[src/rtl/fp_pkg.sv]
// Shared single-precision constants and divider FSM state type for the FP ALU.
package fp_pkg;

    localparam int unsigned FP_BIAS     = 127;
    localparam logic [7:0]  FP_EXP_MAX  = 8'hFF;
    localparam logic [31:0] FP_RES_EXC  = 32'hFFFF_FFFF;
    localparam int unsigned FPDIV_QBITS = 26;

    typedef enum logic [1:0] {
        IDLE,
        DIVIDE,
        NORM,
        DONE
    } fpdiv_state_e;

endpackage

[src/rtl/fp_div_special.sv]
// Operand classification for fp_div: zero / all-ones exponent detection and the
// special-case result and flags that resolve on the accept edge.
module fp_div_special
    import fp_pkg::*;
(
    input  logic [31:0] n1,
    input  logic [31:0] n2,
    output logic        special,
    output logic [31:0] sp_result,
    output logic        sp_exc,
    output logic        sp_dbz
);

    logic sign;
    logic z1, z2, inf1, inf2;

    always_comb begin
        sign      = n1[31] ^ n2[31];
        z1        = (n1[30:23] == 8'h00);
        z2        = (n2[30:23] == 8'h00);
        inf1      = (n1[30:23] == FP_EXP_MAX);
        inf2      = (n2[30:23] == FP_EXP_MAX);
        special   = 1'b0;
        sp_result = '0;
        sp_exc    = 1'b0;
        sp_dbz    = 1'b0;
        // Denormal operands are treated as zero; their mantissa is ignored.
        if (inf1 || inf2 || (z1 && z2)) begin
            special   = 1'b1;
            sp_exc    = 1'b1;
            sp_result = FP_RES_EXC;
        end else if (z2) begin
            special   = 1'b1;
            sp_dbz    = 1'b1;
            sp_result = {sign, FP_EXP_MAX, 23'b0};
        end else if (z1) begin
            special   = 1'b1;
            sp_result = {sign, 31'b0};
        end
    end

endmodule

[src/rtl/fp_div.sv]
// Iterative single-precision divider, radix-2 restoring, one quotient bit per clock.
// Optional macro FPDIV_RNE_EN selects round-to-nearest-even; otherwise truncates.
module fp_div
    import fp_pkg::*;
(
    input  logic        clk,
    input  logic        rst,
    input  logic        in_valid,
    output logic        in_ready,
    input  logic [31:0] n1,
    input  logic [31:0] n2,
    output logic        out_valid,
    input  logic        out_ready,
    output logic [31:0] result,
    output logic        Overflow,
    output logic        Underflow,
    output logic        Exception,
    output logic        DivByZero
);

    fpdiv_state_e state_q, state_d;
    logic [25:0]  rem_q, rem_d;
    logic [23:0]  b_q, b_d;
    logic [25:0]  q_q, q_d;
    logic [4:0]   cnt_q, cnt_d;
    logic         sign_q, sign_d;
    logic [9:0]   exp_q, exp_d;
    logic         out_valid_q, out_valid_d;
    logic [31:0]  result_q, result_d;
    logic         ovf_q, ovf_d, unf_q, unf_d, exc_q, exc_d, dbz_q, dbz_d;

    logic         special, sp_exc, sp_dbz;
    logic [31:0]  sp_result;

    logic         qbit;
    logic [25:0]  rem_sub;
    logic [22:0]  mant;
    logic signed [9:0] e;
`ifdef FPDIV_RNE_EN
    logic         guard, sticky;
    logic [23:0]  mant_inc;
`endif

    fp_div_special u_special (
        .n1        (n1),
        .n2        (n2),
        .special   (special),
        .sp_result (sp_result),
        .sp_exc    (sp_exc),
        .sp_dbz    (sp_dbz)
    );

    assign in_ready  = (state_q == IDLE) && !rst;
    assign out_valid = out_valid_q;
    assign result    = result_q;
    assign Overflow  = ovf_q;
    assign Underflow = unf_q;
    assign Exception = exc_q;
    assign DivByZero = dbz_q;

    always_comb begin
        state_d     = state_q;
        rem_d       = rem_q;
        b_d         = b_q;
        q_d         = q_q;
        cnt_d       = cnt_q;
        sign_d      = sign_q;
        exp_d       = exp_q;
        out_valid_d = out_valid_q;
        result_d    = result_q;
        ovf_d       = ovf_q;
        unf_d       = unf_q;
        exc_d       = exc_q;
        dbz_d       = dbz_q;

        qbit    = (rem_q >= {2'b00, b_q});
        rem_sub = rem_q - {2'b00, b_q};
        mant    = '0;
        e       = '0;
`ifdef FPDIV_RNE_EN
        guard    = 1'b0;
        sticky   = 1'b0;
        mant_inc = '0;
`endif

        case (state_q)
            IDLE: begin
                if (in_valid && in_ready) begin
                    if (special) begin
                        result_d    = sp_result;
                        exc_d       = sp_exc;
                        dbz_d       = sp_dbz;
                        ovf_d       = 1'b0;
                        unf_d       = 1'b0;
                        out_valid_d = 1'b1;
                        state_d     = DONE;
                    end else begin
                        rem_d   = {2'b00, 1'b1, n1[22:0]};
                        b_d     = {1'b1, n2[22:0]};
                        q_d     = '0;
                        cnt_d   = '0;
                        sign_d  = n1[31] ^ n2[31];
                        exp_d   = {2'b00, n1[30:23]} - {2'b00, n2[30:23]} + 10'(FP_BIAS);
                        state_d = DIVIDE;
                    end
                end
            end
            DIVIDE: begin
                // Remainder stays below 2*b, so the shifted-out top bit is always zero.
                rem_d = qbit ? {rem_sub[24:0], 1'b0} : {rem_q[24:0], 1'b0};
                q_d   = {q_q[24:0], qbit};
                cnt_d = cnt_q + 5'd1;
                if (cnt_q == 5'(FPDIV_QBITS - 1)) state_d = NORM;
            end
            NORM: begin
                if (q_q[25]) begin
                    mant = q_q[24:2];
                    e    = exp_q;
                end else begin
                    mant = q_q[23:1];
                    e    = exp_q - 10'd1;
                end
`ifdef FPDIV_RNE_EN
                guard    = q_q[25] ? q_q[1] : q_q[0];
                sticky   = (q_q[25] & q_q[0]) | (rem_q != '0);
                mant_inc = {1'b0, mant} + 24'd1;
                if (guard && (sticky || mant[0])) begin
                    mant = mant_inc[22:0];
                    if (mant_inc[23]) e = e + 10'sd1;
                end
`endif
                ovf_d = 1'b0;
                unf_d = 1'b0;
                exc_d = 1'b0;
                dbz_d = 1'b0;
                if (e >= 10'sd255) begin
                    ovf_d    = 1'b1;
                    result_d = {sign_q, FP_EXP_MAX, 23'b0};
                end else if (e <= 10'sd0) begin
                    unf_d    = 1'b1;
                    result_d = {sign_q, 31'b0};
                end else begin
                    result_d = {sign_q, e[7:0], mant};
                end
                out_valid_d = 1'b1;
                state_d     = DONE;
            end
            DONE: begin
                if (out_ready) begin
                    out_valid_d = 1'b0;
                    state_d     = IDLE;
                end
            end
            default: state_d = IDLE;
        endcase
    end

    always_ff @(posedge clk) begin
        if (rst) begin
            state_q     <= IDLE;
            rem_q       <= '0;
            b_q         <= '0;
            q_q         <= '0;
            cnt_q       <= '0;
            sign_q      <= 1'b0;
            exp_q       <= '0;
            out_valid_q <= 1'b0;
            result_q    <= '0;
            ovf_q       <= 1'b0;
            unf_q       <= 1'b0;
            exc_q       <= 1'b0;
            dbz_q       <= 1'b0;
        end else begin
            state_q     <= state_d;
            rem_q       <= rem_d;
            b_q         <= b_d;
            q_q         <= q_d;
            cnt_q       <= cnt_d;
            sign_q      <= sign_d;
            exp_q       <= exp_d;
            out_valid_q <= out_valid_d;
            result_q    <= result_d;
            ovf_q       <= ovf_d;
            unf_q       <= unf_d;
            exc_q       <= exc_d;
            dbz_q       <= dbz_d;
        end
    end

endmodule
[config.mk]
export PLATFORM = sky130hd
export DESIGN_NAME = fp_div
export DESIGN_NICKNAME = d
export VERILOG_FILES = /design/src/rtl/fp_pkg.sv /design/src/rtl/fp_div_special.sv /design/src/rtl/fp_div.sv
export SDC_FILE = /design/constraint.sdc
export NUM_CORES = 1
export LEC_CHECK = 0
export BUFFER_PORTS_ARGS = -buffer_cell sky130_fd_sc_hd__buf_2
export CAP_MARGIN = 20
export CORE_UTILIZATION = 28
export CTS_CLUSTER_DIAMETER = 150
export DETAILED_ROUTE_END_ITERATION = 10
export SLEW_MARGIN = 20
export SYNTH_ARGS = -nofsm -noshare
export SYNTH_HDL_FRONTEND = slang
export SYNTH_SLANG_ARGS = --single-unit
[constraint.sdc]
create_clock -name clk -period 9.5 [get_ports clk]
set_clock_uncertainty 0.2 [all_clocks]
set_input_delay 0.475 -clock clk [delete_from_list [all_inputs] [get_ports clk]]
set_output_delay 0.475 -clock clk [all_outputs]
set_load 0.01 [all_outputs]
Word-level counts from Yosys, hierarchy flattened --
Index checks and enable logic that the tools add are counted.
Cells by class: $add $sub $neg 5, order comparisons 3, equal/unequal tests 11, multiplexer cells 49, bitwise gates (word level) 2, reduce and logical (&&, ||, !) cells 17
Operators by type and width (number):
- 32-bit 2-to-1 mux | 5
- 26-bit 2-to-1 mux | 5
- 26-bit one-hot mux with 2 select lines | 2
- 32-bit one-hot mux with 2 select lines | 1
- 31-bit 2-to-1 mux | 2
- 26-bit by 24-bit >= comparator with 1-bit output | 1
- 25-bit by 24-bit subtractor with 25-bit output | 1
- 23-bit 2-to-1 mux | 1
- 10-bit 2-to-1 mux | 2
- 1-bit 2-to-1 mux | 18
- 8-bit equality test (second input constant) | 2
- 8-bit logical NOT | 2
- 3-bit AND reduction | 4
- 9-bit by 8-bit adder with 10-bit output (second input constant) | 1
- 10-bit by 9-bit >= comparator with 1-bit output (second input constant) | 1
- 10-bit by 1-bit <= comparator with 1-bit output (second input constant) | 1
- 5-bit 2-to-1 mux | 2
- 5-bit one-hot mux with 2 select lines | 1
- 10-bit by 1-bit subtractor with 10-bit output (second input constant) | 1
- 8-bit by 8-bit subtractor with 9-bit output | 1
- 2-bit 2-to-1 mux | 4
- 2-bit != test (second input constant) | 4
- 1-bit one-hot mux with 2 select lines | 4
- 2-bit one-hot mux with 4 select lines | 1
- other kinds (15) | 20
Word-level totals: register bits 131, bits of input ports 68, output and inout port bits 38

Longest topological paths before layout --
Gate-level depths: netlist of the first run.
word-level depth 7, gate-level depth with buffers 13, mapped depth without buffers 12

Modules after synthesis --
A second synthesis of the first run with hierarchy kept.
Second synthesis, totals: cells, all modules 1058, area total of the unflattened synthesis 8261.7 um2
Modules (own cells, without submodules):
- fp_div | times used 1, cells an instance 1008, area an instance 7908.8 um2, seq. area each 2622.5 um2
- fp_div_special | times used 1, cells an instance 50, area an instance 352.8 um2, seq. area each 0.0 um2

Worst setup path after synthesis of the first run --
OpenSTA, ideal clock, no wires.
path type reg2reg, start reg rem_q[0], end reg rem_q[11], setup time 0.126 ns, arrival time 2.833 ns, required time 9.174 ns, path slack 6.342 ns, stages on the path, launching flop included 14, path buffers 2, cells stage by stage dfxtp_1 inv_1 ha_1 fa_1 and2b_1 o2111ai_1 and4bb_2 o2111ai_1 nand4_1 and2_1 buf_2 buf_2 o41ai_1 o21ai_1
Between the ends: longest elaborated chain between the ends 3, elaborated cells on any way between the ends 4, those cells by class add/sub (1); order compare (1); mux (2)
Ends and longest elaborated chain:
- start: declaration | RTL line fp_div.sv:22 | logic [25:0] rem_q, rem_d;
- start signal: assignment | RTL line fp_div.sv:175 | rem_q <= rem_d;
- 25-bit by 24-bit subtractor with 25-bit output / 26-bit by 24-bit >= comparator with 1-bit output (equally long branches) | RTL line fp_div.sv:77, fp_div.sv:76
- 26-bit 2-to-1 mux * | RTL line fp_div.sv:110 | rem_d = qbit ? {rem_sub[24:0], 1'b0} : {rem_q[24:0], 1'b0};
- 26-bit one-hot mux with 2 select lines * | RTL line fp_div.sv:86 | case (state_q)
Mark *: on every way between the ends. The rest lies on a longest branch, timed or not. A chain may end at the register's enable or synchronous reset.

Worst setup path in the final report of the first run --
start reg rem_q[0], end reg rem_q[2]
The elaborated chain is that of the path after synthesis.

==> results of run 1 <==
## cells by family (layout without fill, tap and decap cells)
kind of cell	Yosys count	count (layout)	share of synthesized area (%)
mux	33	33	4.55
compound gates	302	302	23.2
other cells	0	1	0
fa+ha+maj	43	43	6.91
simple gates	371	371	22.7
flops	131	131	32.7
xor+xnor	35	35	3.83
buf+inv	121	201	6.08
## cells in the mapped netlist (all sizes together), types with 6 or more instances
cell	number
dfxtp	131
a21oi	123
nand2	121
nor2	88
o21ai	68
inv	55
clkbuf	51
nand3	51
ha	41
mux2	27
a211oi	22
xor2	19
nor3	17
xnor2	16
buf	15
a31oi	13
and3	12
nand4	12
o211ai	11
a21o	9
and2	9
and4	8
nand2b	8
or3	8
o21a	7
o31ai	7
mux2i	6
nor4	6
o31a	6
## worst register-to-register path: stages, from the launching register on
cell and delay, ns:
dfxtp_1 0.33, inv_1 0.05, ha_1 0.22, fa_1 0.39
and2b_1 0.23, o2111ai_1 0.14, and4bb_2 0.30, o2111ai_1 0.23
nand4_1 0.53, nand2_1 0.86, mux2_2 0.41, o21ai_0 0.13
## power by group through the flow
stage                     Sequential, mW  Combinational, mW  Clock (mW)
after floorplan                    0.693               1.24           0
after global routing               0.705               1.82       0.718
after global placement             0.702               1.60           0
final                              0.693               1.64       0.680
after CTS                          0.693               1.62       0.697
after detailed placement           0.704               1.61           0
## layer usage
layer,part of all wire (%),vias to the layer above,GRT usage (%)
li1,-,3836,-
met1,49,3530,20.3
met2,45,173,25.5
met3,4.8,28,3.05
met4,1.6,2,5.05
met5,0.058,-,0
## sequential cells by signal (all words and copies together), names as in the netlist
signal     cells
state_q        2
sign_q         1
exp_q         10
result        32
out_valid      1
rem_q         26
cnt_q          5
Overflow       1
DivByZero      1
Exception      1
Underflow      1
b_q           24
q_q           26
## layout by cell type (no fill, tap or decap), types with 8 or more instances in the layout
| cell | count |
|---|---|
| a211oi_1 | 22 |
| a21o_1 | 9 |
| a21oi_1 | 115 |
| a31oi_1 | 13 |
| and2_1 | 8 |
| and3_1 | 12 |
| and4_1 | 8 |
| buf_2 | 105 |
| clkbuf_16 | 17 |
| dfxtp_1 | 131 |
| ha_1 | 40 |
| inv_1 | 55 |
| mux2_2 | 27 |
| nand2_1 | 121 |
| nand2b_1 | 8 |
| nand3_1 | 51 |
| nand4_1 | 12 |
| nor2_1 | 86 |
| nor3_1 | 17 |
| o211ai_1 | 11 |
| o21ai_0 | 64 |
| xnor2_1 | 16 |
| xor2_1 | 19 |
## layout make-up
class / instances / area (um2) / share of cell area, %
multi-input combinational: 784 / 4940 / 52.2
sequential: 131 / 2620 / 27.7
timing repair buffer: 114 / 617 / 6.51
tap: 378 / 473 / 4.99
clock buffer: 18 / 429 / 4.53
inverter: 55 / 206 / 2.18
clock inverter: 14 / 176 / 1.86
antenna: 1 / 2.50 / 0.0264
## metrics by stage
stage / hold slack (ns) / utilization (%)
finish: 0.0886 / 33.9
global route: 0.0845 / 33.9
CTS: 0.0703 / 33.8
detailed placement: 0.248 / 31.6
global placement: 0.242 / 31.6
floorplan: 0.229 / -
## worst max path at each step
stage,end,depth (start not counted),slack (ns)
CTS,rem_q[2],11,5.43
detailed placement,rem_q[2],11,5.43
floorplan,rem_q[11],13,6.34
global placement,rem_q[1],11,5.48
finish,rem_q[2],11,5.40
global route,rem_q[1],11,5.15
==> insert_results.sql, run 1 <==
INSERT INTO impl_metrics (metric_group, metric, value, unit) VALUES
('status', 'outcome', 'finished clean', ''),
('critical_path', 'cp_data_arrival_time', '4.24', 'ns'),
('critical_path', 'cp_num_buf_inv', '1', ''),
('synth', 'synth.area.top_cells', 'dfxtp_1 33%, a21oi_1 7.2%, ha_1 6.4%', ''),
('power', 'power.combinational.fraction', '54.4', '%'),
('critical_path', 'r2r-end', 'rem_q[2]', ''),
('synth', 'syn_area_cell', '7.73', 'um2'),
('critical_path', 'depth_of_the_worst_register_to_register_path', '11', ''),
('cts', 'htree_num_levels', '4', ''),
('place', 'dp.final_hpwl', '15300', 'um'),
('global_routing', 'grt_antenna_before_repair', '4', ''),
('global_routing', 'grt.overflow.total', '0', ''),
('global_routing', 'global_route.usage.total', '15.5', '%'),
('synth', 'synth-warning-count', '0', ''),
('critical_path', 'cp.required', '9.65', 'ns'),
('die', 'floorplan.io_pins', '106', ''),
('sta', 'worst_pin_slew', '0.819', 'ns'),
('critical_path', 'crit_fanout', '16', ''),
('power', 'sw_share', '45.1', '%'),
('power', 'p_leak', '3.81', 'nW'),
('critical_path', 'critical_path_class', 'flop to flop', ''),
('die', 'dieArea', '29300', 'um2'),
('die', 'fp.dieH', '171', 'um'),
('critical_path', 'startpoint_type', 'flop', ''),
('detailed_routing', 'vias', '7569', ''),
('synth', 'synth_area', '8010', 'um2'),
('critical_path', 'reg2reg_from', 'rem_q[0]', ''),
('sta', 'final-hold-violation-count', '0', ''),
('critical_path', 'worst-r2r-setup-slack', '5.40', 'ns'),
('synth', 'synth.lib_cells_used.distinct', '72', ''),
('sta', 'finalWorstSetupSlack', '5.40', 'ns'),
('cts', 'clk_root_buffer_cell', 'clkbuf_16', ''),
('global_routing', 'grt_start_max_net_pins', '68', ''),
('cts', 'number_of_gates_given_a_new_drive_strength_after_cts', '0', ''),
('sta', 'timing.final.crit_share', '43.1', '%'),
('finish', 'final_cells', '1495', ''),
('detailed_routing', 'dr_vias_cell', '5.06', ''),
('power', 'internal_power', '1.65', 'mW'),
('sta', 'timing_max_transition_violations_final', '0', ''),
('place', 'place_worst_setup_slack', '5.43', 'ns'),
('detailed_routing', 'route.detailed.wl_per_inst', '14.9', 'um'),
('detailed_routing', 'antenna_violating_nets_post_route', '0', ''),
('place', 'placement.cell_area', '8830', 'um2'),
('critical_path', 'crit_top_cell', 'o2111ai_1', ''),
('place', 'port_buffers', '105', ''),
('finish', 'syn2layout_area_growth', '18.2', '%'),
('hold_path', 'worstHoldPathCells', '3', ''),
('cts', 'cts_made_buffers', '17', ''),
('critical_path', 'setup.worst_path.start', 'rem_q[0]', ''),
('synth', 'netlist.top_cell.by_area', 'dfxtp_1', ''),
('cts', 'clkTransAtPathRegs', '0.06', 'ns'),
('die', 'start_util', '28.7', '%'),
('detailed_routing', 'drcViolationCount', '0', ''),
('global_routing', 'via_count_of_the_first_global_routing_pass', '7217', ''),
('hold_path', 'worst_hold_path_type', 'input port to flop', ''),
('power', 'sequentialPowerShare', '23.0', '%'),
('sta', 'achievable_frequency', '244', 'MHz'),
('hold_path', 'hold_path_startpoint', 'n2[10]', ''),
('place', 'routability_congestion_estimate', '0.854', ''),
('sta', 'min_period', '4.10', 'ns'),
('die', 'coreArea', '27900', 'um2'),
('sta', 'setup_viol', '0', ''),
('place', 'dp_cells', '1461', ''),
('synth', 'post_synth_inst_count', '1036', ''),
('power', 'design_power_total', '3.01', 'mW'),
('synth', 'synth-seq-cells', '131', ''),
('power', 'power_density', '318', 'nW/um2'),
('die', 'num_rows', '61', ''),
('sta', 'timing.slew.headroom', '45.2', '%'),
('hold_path', 'hold_path_end', 'b_q[10]', ''),
('finish', 'design_area', '9470', 'um2');
Note: power is estimated with default switching activity, not from simulation.
==> run 2, diff against run 1 <==
--- a/config.mk
+++ b/config.mk
@@ -5,6 +5,7 @@
 export SDC_FILE = /design/constraint.sdc
 export NUM_CORES = 1
 export LEC_CHECK = 0
+export ABC_AREA = 1
 export BUFFER_PORTS_ARGS = -buffer_cell sky130_fd_sc_hd__buf_2
 export CAP_MARGIN = 20
 export CORE_UTILIZATION = 28
==> constraint.sdc (replaced) <==
create_clock -name clk -period 3.5 [get_ports clk]
set_clock_uncertainty 0.2 [all_clocks]
set_input_delay 0.175 -clock clk [delete_from_list [all_inputs] [get_ports clk]]
set_output_delay 0.175 -clock clk [all_outputs]
set_load 0.01 [all_outputs]
==> insert_results.sql, run 2 <==
INSERT INTO impl_metrics (metric_group, metric, value, unit) VALUES
('cts', 'cts-root-to-sink-buffers', '2', ''),
('cts', 'clk_root_buffer_cell', 'clkbuf_16', ''),
('finish', 'antenna_cells', '0', ''),
('place', 'placement.cell_area', '9250', 'um2'),
('sta', 'finalSetupTns', '0', 'ns'),
('die', 'floorplan.io_pins', '106', ''),
('sta', 'achievable_frequency', '359', 'MHz'),
('cts', 'clkTransAtPathRegs', '0.07', 'ns'),
('finish', 'layout_common_cells', '315 x nand2_1, 187 x a21oi_1, 153 x inv_1', ''),
('power', 'p_leak', '4.65', 'nW'),
('sta', 'finalWorstSetupSlack', '0.715', 'ns'),
('finish', 'layout.cells.most_common', 'nand2_1', ''),
('synth', 'synth_area', '8410', 'um2'),
('detailed_routing', 'routedLengthMet1', '12000', 'um'),
('finish', 'layout_filler_cell_count', '3182', ''),
('detailed_routing', 'vias', '8789', ''),
('synth', 'ys.flop_type', 'dfxtp_1', ''),
('detailed_routing', 'met2_wl', '11900', 'um'),
('synth', 'netlist_top_cells_count', '315 x nand2_1, 187 x a21oi_1, 153 x inv_1, 131 x dfxtp_1, 93 x nor2_1', ''),
('die', 'fp.dieH', '175', 'um'),
('place', 'dp_cells', '1741', ''),
('die', 'coreArea', '29600', 'um2'),
('synth', 'mappedNetlistNets', '1404', ''),
('finish', 'syn2layout_area_growth', '22.9', '%'),
('place', 'port_buffers', '105', ''),
('synth', 'yosysSeqAreaShare', '31.2', '%'),
('die', 'dieArea', '30700', 'um2'),
('finish', 'layout-drive-gt1-share', '12.9', '%'),
('critical_path', 'cp_data_arrival_time', '2.89', 'ns'),
('synth', 'synth.most_common_cell', 'nand2_1', ''),
('job', 'number_of_maximum_capacitance_constraint_violations', '0', ''),
('critical_path', 'cp.required', '3.60', 'ns'),
('cts', 'cts_tree', 'yes', ''),
('die', 'start_util', '28.4', '%'),
('critical_path', 'crit_fanout', '29', ''),
('detailed_routing', 'detailedRoute.firstPassIterationCount', '6', ''),
('detailed_routing', 'route.met3.wl', '1010', 'um'),
('sta', 'setup_viol', '0', ''),
('sta', 'min_period', '2.78', 'ns'),
('status', 'outcome', 'finished clean', ''),
('cts', 'number_of_gates_given_a_new_drive_strength_after_cts', '0', ''),
('synth', 'synth-edff-count', '0', ''),
('critical_path', 'critical_path_class', 'flop to flop', ''),
('sta', 'worst_pin_slew', '0.734', 'ns'),
('hold_path', 'worst_hold_path_type', 'input port to flop', ''),
('place', 'routability_congestion_estimate', '0.908', ''),
('cts', 'cts_setup_buffers', '0', ''),
('finish', 'final_cells', '1821', ''),
('synth', 'synth-warning-count', '0', ''),
('finish', 'sequential_cell_area', '2620', 'um2'),
('power', 'power_density', '803', 'nW/um2'),
('finish', 'final_nets', '1529', ''),
('finish', 'area_of_the_multi_input_gates', '4910', 'um2'),
('sta', 'timing.final.crit_share', '79.6', '%'),
('synth', 'synth.lib_cells_used.distinct', '43', ''),
('sta', 'rsz0062_at_grt', 'false', ''),
('cts', 'cts_sinks', '131', ''),
('detailed_routing', 'antenna_violating_nets_post_route', '0', ''),
('global_routing', 'grt_start_max_net_pins', '70', ''),
('sta', 'timing.slew.headroom', '51.0', '%'),
('global_routing', 'global_route.usage.total', '16.9', '%'),
('place', 'place_worst_setup_slack', '0.745', 'ns'),
('finish', 'largest_register_ff_count', '32', ''),
('detailed_routing', 'wirelength', '25500', 'um'),
('synth', 'postSynth.asyncResetShare', '0', '%'),
('global_routing', 'first_pass_grt_wire_length', '42100', 'um'),
('synth', 'synth.area.top_cells', 'dfxtp_1 31%, nand2_1 14%, a21oi_1 11%', ''),
('detailed_routing', 'route.detailed.wl_per_inst', '14.0', 'um'),
('detailed_routing', 'dr.first_iter.drc_count', '470', ''),
('critical_path', 'startpoint_type', 'flop', ''),
('detailed_routing', 'drcViolationCount', '0', ''),
('place', 'dp.final_hpwl', '18100', 'um'),
('critical_path', 'timing.critical_path.to_type', 'flop', ''),
('cts', 'htree_num_levels', '4', ''),
('synth', 'syn_area_cell', '6.50', 'um2'),
('cts', 'clock_latency_late_sink', '0.43', 'ns'),
('die', 'floorplan.die.width', '175', 'um'),
('synth', 'post_synth_inst_count', '1293', ''),
('power', 'design_power_total', '8.30', 'mW'),
('sta', 'final-hold-violation-count', '0', ''),
('synth', 'synth-seq-cells', '131', ''),
('global_routing', 'grt_antenna_before_repair', '0', ''),
('die', 'num_rows', '63', ''),
('finish', 'design_area', '10300', 'um2'),
('power', 'irDropWorstVdd', '0.510', 'mV'),
('detailed_routing', 'highest-signal-layer', 'met4', ''),
('synth', 'netlist.top_cell.by_area', 'dfxtp_1', ''),
('sta', 'timing_max_transition_violations_final', '0', ''),
('synth', 'synthDominantCellAreaShare', '31.2', '%'),
('global_routing', 'via_count_of_the_first_global_routing_pass', '8355', ''),
('global_routing', 'grt.overflow.total', '0', ''),
('detailed_routing', 'dr_vias_cell', '4.83', ''),
('cts', 'cts_made_buffers', '17', '');
## run 2: changes by cell type after synthesis, sizes merged, moves of 14 or more
cell    change
o21ai      +25
inv       +104
nand3      +15
nand2     +200
a211oi     -14
a21oi      +65
mux2       -27
nor2       +16
nand4      +43
## run 2: where the power goes
| part | switching, mW | internal, mW |
|---|---|---|
| sequential | 0.147 | 1.70 |
| combinational | 3.07 | 1.51 |
| clock | 0.796 | 1.09 |
## run 2: per-layer routing
metal  vias up  GRT usage (%)
met5         -              0
met4         0           6.09
met3        32           2.32
met2       201           28.1
met1      4034           22.4
li1       4522              -
## run 2: logic make-up after synthesis
logic type	after synthesis	share of synthesized area, %
flip-flops	131	31.2
AND/OR/NAND/NOR	571	30.4
buffers and inverters	219	10.4
AO/OA/AOI/OAI	305	18.9
adder cells (fa/ha/maj)	43	6.58
XOR/XNOR	24	2.50
## run 2: final cells by class
cell class | instances | area share, %
inverters | 159 | 5.80
repair buffers | 166 | 10.7
flip-flops and latches | 131 | 25.4
well taps | 390 | 4.72
multi-input cells | 943 | 47.5
clock inverters | 15 | 1.78
clock buffers | 17 | 4.12
## run 2: stage by stage
step | hold slack [ns] | utilization [%]
6_report | 0.0760 | 35.0
5_1_grt | 0.112 | 35.0
4_1_cts | 0.0666 | 35.0
3_5_place_dp | 0.256 | 31.3
3_3_place_gp | 0.245 | 31.3
2_1_floorplan | 0.120 | -
## run 2: what timing repair did
action                     4_1_cts  5_1_grt
setup endpoints to repair        0        0
hold endpoints to repair        47        0
hold buffers                    48        0
## run 2: worst max-delay path: stages (launching register included)
cell and delay [ns]:
dfxtp_1 0.33, inv_1 0.13, ha_1 0.23, inv_1 0.10, nor3_2 0.22, nand3_2 0.28
nand2_1 0.21, inv_2 0.16, nor2_1 0.12, buf_4 0.31, inv_1 0.13, o21ai_0 0.17
a21oi_1 0.08
## run 2: worst paths after layout
check	start	endpoint	slack, ns	cells after the start
hold / removal	n2[30]	DivByZero	0.08	6
setup / recovery	state_q[0]	rem_q[23]	0.72	12
hold reg to reg	rem_q[0]	rem_q[0]	0.26	2
setup reg to reg	state_q[0]	rem_q[23]	0.72	12
